[src/rtl/load_store_unit.sv]
`default_nettype none
// ===========================================================================
// load_store_unit : byte-wide memory sequencer for 8/16-bit big-endian loads/stores
// Revision: 1.0
// ===========================================================================
module load_store_unit #(
  parameter int ADDR_W = 7
) (
  input  logic              Clock,
  input  logic              Reset,
  input  logic              Start,
  input  logic              IsStore,
  input  logic              ByteMode,
  input  logic [15:0]       Address,
  input  logic [15:0]       WriteData,
  input  logic [7:0]        MemRdData,
  output logic [ADDR_W-1:0] MemAddr,
  output logic [7:0]        MemWrData,
  output logic              MemRead,
  output logic              MemWrite,
  output logic [15:0]       ReadData,
  output logic              Busy,
  output logic              Done,
  output logic              AddrError
);

  typedef enum logic [2:0] {
    S_IDLE   = 3'd0,
    S_ACC_HI = 3'd1,
    S_ACC_LO = 3'd2,
    S_FIN    = 3'd3,
    S_DONE   = 3'd4
  } state_t;

  state_t              state_q, state_d;
  logic                is_store_q, is_store_d;
  logic                byte_mode_q, byte_mode_d;
  logic                err_q, err_d;
  logic [ADDR_W-1:0]   addr_q, addr_d;
  logic [15:0]         wdata_q, wdata_d;
  logic [15:0]         rdata_q, rdata_d;
  logic                illegal;
  logic                rd_strobe, wr_strobe;

  // Out of range, or a halfword whose second byte would fall off the top.
  assign illegal = (|(Address >> ADDR_W)) ||
                   (!ByteMode && (Address[ADDR_W-1:0] == {ADDR_W{1'b1}}));

  always_comb begin
    state_d     = state_q;
    is_store_d  = is_store_q;
    byte_mode_d = byte_mode_q;
    err_d       = err_q;
    addr_d      = addr_q;
    wdata_d     = wdata_q;
    rdata_d     = rdata_q;
    case (state_q)
      S_IDLE: begin
        if (Start) begin
          is_store_d  = IsStore;
          byte_mode_d = ByteMode;
          addr_d      = Address[ADDR_W-1:0];
          wdata_d     = WriteData;
          err_d       = illegal;
          state_d     = illegal ? S_DONE : S_ACC_HI;
        end
      end
      S_ACC_HI: begin
        if (!byte_mode_q)    state_d = S_ACC_LO;
        else if (is_store_q) state_d = S_DONE;
        else                 state_d = S_FIN;
      end
      S_ACC_LO: begin
        if (is_store_q) begin
          state_d = S_DONE;
        end else begin
          rdata_d[15:8] = MemRdData;
          state_d       = S_FIN;
        end
      end
      S_FIN: begin
        rdata_d = byte_mode_q ? {8'h00, MemRdData} : {rdata_q[15:8], MemRdData};
        state_d = S_DONE;
      end
      S_DONE: begin
        err_d   = 1'b0;
        state_d = S_IDLE;
      end
      default: state_d = S_IDLE;
    endcase
  end

  always_ff @(posedge Clock) begin
    if (Reset) begin
      state_q     <= S_IDLE;
      is_store_q  <= 1'b0;
      byte_mode_q <= 1'b0;
      err_q       <= 1'b0;
      addr_q      <= '0;
      wdata_q     <= '0;
      rdata_q     <= '0;
    end else begin
      state_q     <= state_d;
      is_store_q  <= is_store_d;
      byte_mode_q <= byte_mode_d;
      err_q       <= err_d;
      addr_q      <= addr_d;
      wdata_q     <= wdata_d;
      rdata_q     <= rdata_d;
    end
  end

  always_comb begin
    MemAddr   = '0;
    MemWrData = 8'h00;
    rd_strobe = 1'b0;
    wr_strobe = 1'b0;
    Busy      = (state_q != S_IDLE);
    Done      = (state_q == S_DONE);
    AddrError = (state_q == S_DONE) && err_q;
    case (state_q)
      S_ACC_HI: begin
        MemAddr   = addr_q;
        rd_strobe = !is_store_q;
        wr_strobe = is_store_q;
        if (is_store_q) MemWrData = byte_mode_q ? wdata_q[7:0] : wdata_q[15:8];
      end
      S_ACC_LO: begin
        MemAddr   = addr_q + {{(ADDR_W-1){1'b0}}, 1'b1};
        rd_strobe = !is_store_q;
        wr_strobe = is_store_q;
        if (is_store_q) MemWrData = wdata_q[7:0];
      end
      default: ;
    endcase
  end

  // Strobes are masked by Reset so an abandoned access never lands on the reset edge.
  assign MemRead  = rd_strobe && !Reset;
  assign MemWrite = wr_strobe && !Reset;
  assign ReadData = rdata_q;

endmodule
`default_nettype wire

[config.mk]
export PLATFORM = sky130hd
export DESIGN_NAME = load_store_unit
export DESIGN_NICKNAME = d
export VERILOG_FILES = /design/src/rtl/load_store_unit.sv
export SDC_FILE = /design/constraint.sdc
export NUM_CORES = 1
export LEC_CHECK = 0
export CAP_MARGIN = 15
export CORE_AREA = 4 4 77 79
export CTS_BUF_LIST = sky130_fd_sc_hd__clkbuf_4
export DETAILED_ROUTE_END_ITERATION = 10
export DIE_AREA = 0 0 81 83
export PLACE_DENSITY_LB_ADDON = 0.05
export RECOVER_POWER = 100
export SYNTH_ARGS = -nofsm -noshare
export SYNTH_HDL_FRONTEND = slang
export SYNTH_SLANG_ARGS = --single-unit
[constraint.sdc]
create_clock -name Clock -period 1.7 [get_ports Clock]
set_clock_uncertainty 0.15 [all_clocks]
set_input_delay 0.255 -clock Clock [delete_from_list [all_inputs] [get_ports Clock]]
set_output_delay 0.255 -clock Clock [all_outputs]
set_load 0.02 [all_outputs]
== After elaboration in Yosys (flattened, before gate mapping) ==
Index checks and enable logic that the tools add are counted.

* Flip-flop bits (word level): 45

* Multiplexer cells: 17
* Reduce and logical (&&, ||, !) cells: 17
* Add/sub/neg operators: 1
* Equality and inequality tests: 8

{| class="wikitable"
|+ Operators with widths
! kind !! number
|-
| 8-bit two-way mux || 4
|-
| 8-bit case mux with 2 select lines || 2
|-
| 16-bit two-way mux || 1
|-
| 7-bit case mux with 2 select lines || 1
|-
| 3-bit two-way mux || 4
|-
| 3-bit case mux with 4 select lines || 1
|-
| 9-bit OR reduction || 1
|-
| 7-bit by 1-bit adder with 7-bit output, second input constant || 1
|-
| 7-bit == test, second input constant || 1
|-
| 3-bit by 2-bit == test with 1-bit output, second input constant || 2
|-
| 2-bit != test, second input constant || 3
|-
| 1-bit logical AND || 4
|-
| 2-bit AND reduction || 2
|-
| 2-bit nonzero test || 2
|-
| 3-bit by 1-bit == test with 1-bit output, second input constant || 1
|-
| 3-bit == test, second input constant || 1
|-
| 1-bit zero test || 3
|-
| 3-bit zero test || 1
|-
| 1-bit two-way mux || 3
|-
| 3-bit AND reduction || 1
|-
| 3-bit nonzero test || 1
|-
| 1-bit case mux with 2 select lines || 1
|-
| 2-bit OR reduction || 1
|-
| 1-bit logical OR || 1
|}

== Longest topological paths before layout ==
Gate-level depths: netlist (run 1).

* Word-level depth: 6
* Mapped depth: 7

== Worst setup path after synthesis (run 1) ==
OpenSTA, ideal clock, no wires.

* Path type: register to output
* Start point: register state_q[1]
* End point: output port MemAddr[5]
* Data required time: 1,295 ps
* Path slack: -410 ps
* Stages on the path, launching flop included: 4
* Arrival time: 1,705 ps
* Cell sequence: dfxtp_1 buf_4 or3b_1 o41ai_1

* Cells in the longest elaborated chain, start to end: 2
* Elaborated cells between the ends (all ways): 3

{| class="wikitable"
|+ Ends and longest elaborated chain
! item !! RTL line !! source
|-
| start: declaration || 35 || <nowiki>state_t state_q, state_d;</nowiki>
|-
| start signal: assignment || 103 || <nowiki>state_q <= state_d;</nowiki>
|-
| 3-bit by 2-bit == test with 1-bit output or 3-bit by 1-bit == test with 1-bit output (tied branches) || 121 || <nowiki>case (state_q)</nowiki>
|-
| 7-bit case mux with 2 select lines (*) || 121 ||
|-
| end: declaration || 17 || <nowiki>output logic [ADDR_W-1:0] MemAddr,</nowiki>
|}

Mark *: on every way between the ends. The rest lies on a longest branch, timed or not.

== Final worst setup path (run 1) ==
* Start point: register state_q[2]
* End point: output port MemWrData[0]

* Cells in the longest elaborated chain, start to end: 2
* Elaborated cells between the ends (all ways): 3

{| class="wikitable"
|+ Ends and longest elaborated chain
! item !! RTL line !! source
|-
| 3-bit by 2-bit == test with 1-bit output or 3-bit by 1-bit == test with 1-bit output (tied branches) || 121 ||
|-
| 8-bit case mux with 2 select lines (*) || 121 ||
|-
| end: declaration || 18 || <nowiki>output logic [7:0] MemWrData,</nowiki>
|}

Marks and branches as above.

==> results of run 1 <==
[path summary, 6_finish.rpt]
kind	start	end	slack (ns)	cells after the start
setup reg to reg	state_q[1]	err_q	-0.16	7
setup / recovery	state_q[2]	MemWrData[0]	-0.39	6
hold reg to reg	wdata_q[14]	wdata_q[14]	0.33	2
hold / removal	Reset	addr_q[1]	0.14	3
[cell usage after synthesis, types with 3 or more instances]
library cell,number,share of area (%)
buf_6,3,1.7
a22oi_1,8,3.0
clkbuf_1,7,1.3
nand2_1,57,11
nor2_1,26,4.8
buf_4,3,1.1
nand3_1,4,0.98
a21oi_1,25,6.2
buf_2,4,0.98
a22o_1,9,3.9
o21ai_0,8,2.0
nor3_1,4,0.98
mux2i_1,8,3.9
dfxtp_1,45,44
[area by class of cell]
type / instances / area [um2] / area share [%]
multi-input combinational: 178 / 1280 / 35.5
clock inverter: 3 / 17.5 / 0.486
tap: 72 / 90.1 / 2.50
clock buffer: 5 / 37.5 / 1.04
inverter: 2 / 7.51 / 0.208
sequential: 45 / 912 / 25.3
timing repair buffer: 128 / 1260 / 35.0
[metrics by stage]
stage | worst slack (ns) | std cells | hold WS [ns] | cell area, um2 | setup TNS, ns
final | -0.387 | 433 | 0.141 | 3600 | -6.35
after global routing | -0.482 | 433 | 0.151 | 3600 | -10.02
after CTS | -0.421 | 426 | 0.113 | 3340 | -6.39
after detailed placement | -0.577 | 413 | 0.313 | 3210 | -8.80
after global placement | -0.569 | 413 | 0.307 | 3210 | -8.22
after floorplan | -0.114 | 242 | 0.241 | 2140 | -0.260
[logic make-up after synthesis]
| family | synth area share [%] |
|---|---|
| and+or+nand+nor | 26.4 |
| AOI/OAI and AO/OA | 18.5 |
| DFF | 44.3 |
| buffers and inverters | 5.41 |
| muxes | 3.94 |
| xor gates and xnor gates | 0.861 |
| adders and majority gates | 0.615 |
[layout by cell type (no fill, tap or decap), drive strengths merged, types with 4 or more instances in the layout]
master,count
nand3,4
dfxtp,45
dlygate4sd2,16
mux2i,8
nor3,5
a22oi,8
nor2,26
clkbuf,8
a21oi,26
a22o,9
nand2,57
nor3b,4
buf,66
o21ai,8
clkdlybuf4s50,43
[state kept, by name, summed over array words and instances (netlist names)]
| name | flops |
|---|---|
| ReadData | 16 |
| addr_q | 7 |
| byte_mode_q | 1 |
| err_q | 1 |
| is_store_q | 1 |
| state_q | 3 |
| wdata_q | 16 |
[timing repair]
item                       CTS  global route
setup endpoints to repair   62            46
pin swaps                   12            11
gates cloned                 0             3
gates resized for setup    153            44
buffers inserted             5             4
[routing by layer]
layer | global-route usage (%) | vias to the layer above | wire length [um]
met2 | 27.7 | 55 | 2940
met5 | 0 | - | 0
met3 | 4.45 | 8 | 364
li1 | - | 1070 | -
met4 | 5.22 | 0 | 77
met1 | 21.6 | 977 | 2740
[power by group through the flow]
stage	Sequential, mW	Clock, mW	Combinational [mW]
3_3_place_gp	1.14	0	0.287
3_5_place_dp	1.14	0	0.291
2_1_floorplan	1.14	0	0.116
4_1_cts	1.12	0.534	0.297
6_report	1.12	0.509	0.359
5_1_grt	1.13	0.565	0.388
[worst max-delay path: cells and delay by family, from the launching register on]
family	cells	cell delay [ns]
AND/OR/NAND/NOR	1	0.24
buffers and inverters	3	0.37
flip-flops	1	0.38
AO/OA/AOI/OAI	2	0.32
==> impl_metrics.json, run 1 <==
{
  "cts_sinks": 45,
  "p_clk_share_pct": 25.6,
  "fin_nets": 406,
  "worstSkewPairLatency_ns": 0.36,
  "status": "finished with violations",
  "power_frac_comb_pct": 18.0,
  "antennaDiodeCount": 0,
  "drtIter0Drc": 94,
  "critPathMaxStageDelay_ns": 0.38,
  "syn_nets": 288,
  "synth_edf_count": 0,
  "yosysWarningCount": 0,
  "ant_nets": 0,
  "first_global_vias": 2011,
  "grt_pass1_wl_mm": 9.20,
  "ys_seq_area_share_pct": 44.3,
  "seqPwrFrac_pct": 56.4,
  "worstPathRequired_ns": 1.29,
  "rsz0062_at_grt": "yes",
  "worst_ir_drop_vdd_mv": 0.396,
  "tightest_slew_ns": 0.271,
  "fmax_mhz": 479,
  "cts_buffer_depth": 2,
  "routed_wl_mm": 6.12,
  "dieArea_um2": 6720,
  "clk_pin_slew_ns": 0.13,
  "die_h_um": 83,
  "drt_pass1_iterations": 4,
  "initial_core_util_pct": 38.1,
  "path_max_fanout": 9,
  "ys.flop_type": "dfxtp_1",
  "hold_class": "primary input to register",
  "hold_violations": 0,
  "grt_max_degree": 26,
  "p_int_mw": 1.46,
  "cp_cell_sequence": "buf_6 > nor3b_4 > o21a_1 > buf_12 > a22o_4 > buf_6",
  "slew_violations": 0,
  "setup_viol": 23,
  "critPathSlowestCell": "dfxtp_4",
  "drc": 0,
  "syn_to_final_growth_pct": 77.2,
  "fill_cells": 482,
  "globalplace.congestion": 0.886,
  "root_buffer": "clkbuf_4",
  "numPortBuffers": 80,
  "ctsHtreeMaxLevel": 2,
  "sw_frac_of_total_pct": 26.7,
  "violations": "negative setup slack",
  "total_power_mw": 1.99,
  "ys_types": 39,
  "ys_ff_latch": 45,
  "cp-end-kind": "output port",
  "cts_tree": "done",
  "cp_data_arrival_time_ns": 1.68,
  "finalCritPeriodShare_pct": 123,
  "cts.hold.buffers_added": 0,
  "power.density_nw_per_um2": 552,
  "io_pins": 81,
  "wl_per_cell_um": 14.1,
  "p_sw_mw": 0.531,
  "synthCells": 242,
  "routed-via-count": 2110,
  "gr-total-overflow": 0,
  "path_common_cell": "buf_6",
  "antenna_found_initial": 0,
  "criticalPathCategory": "register to output port",
  "startpoint_type": "register",
  "layout_setup_ws_ns": -0.387,
  "period_needed_ns": 2.09,
  "vias_per_cell": 4.87,
  "syn_avg_cell_area_um2": 8.41,
  "final_core_util_pct": 67.5,
  "drive_gt1_share_pct": 36.8,
  "dp_hpwl_mm": 4.24,
  "maxCapViolCount": 0,
  "syn_area_um2": 2030,
  "grt.total_usage_pct": 17.0,
  "rows": 27,
  "p_leak_nw": 1.57,
  "core_area_um2": 5340,
  "slew_headroom_pct": 81.7,
  "numCtsBuffers": 5,
  "synthArstFlopShare_pct": 0,
  "die_w_um": 81
}
Power figures use the tool's default switching activity.
==> run 2, diff against run 1 <==
Settings changed: GPL_ROUTABILITY_DRIVEN set to 1.
==> results of run 2 <==
Same layout as run 1: the final DEF is identical, and so are final timing and power.
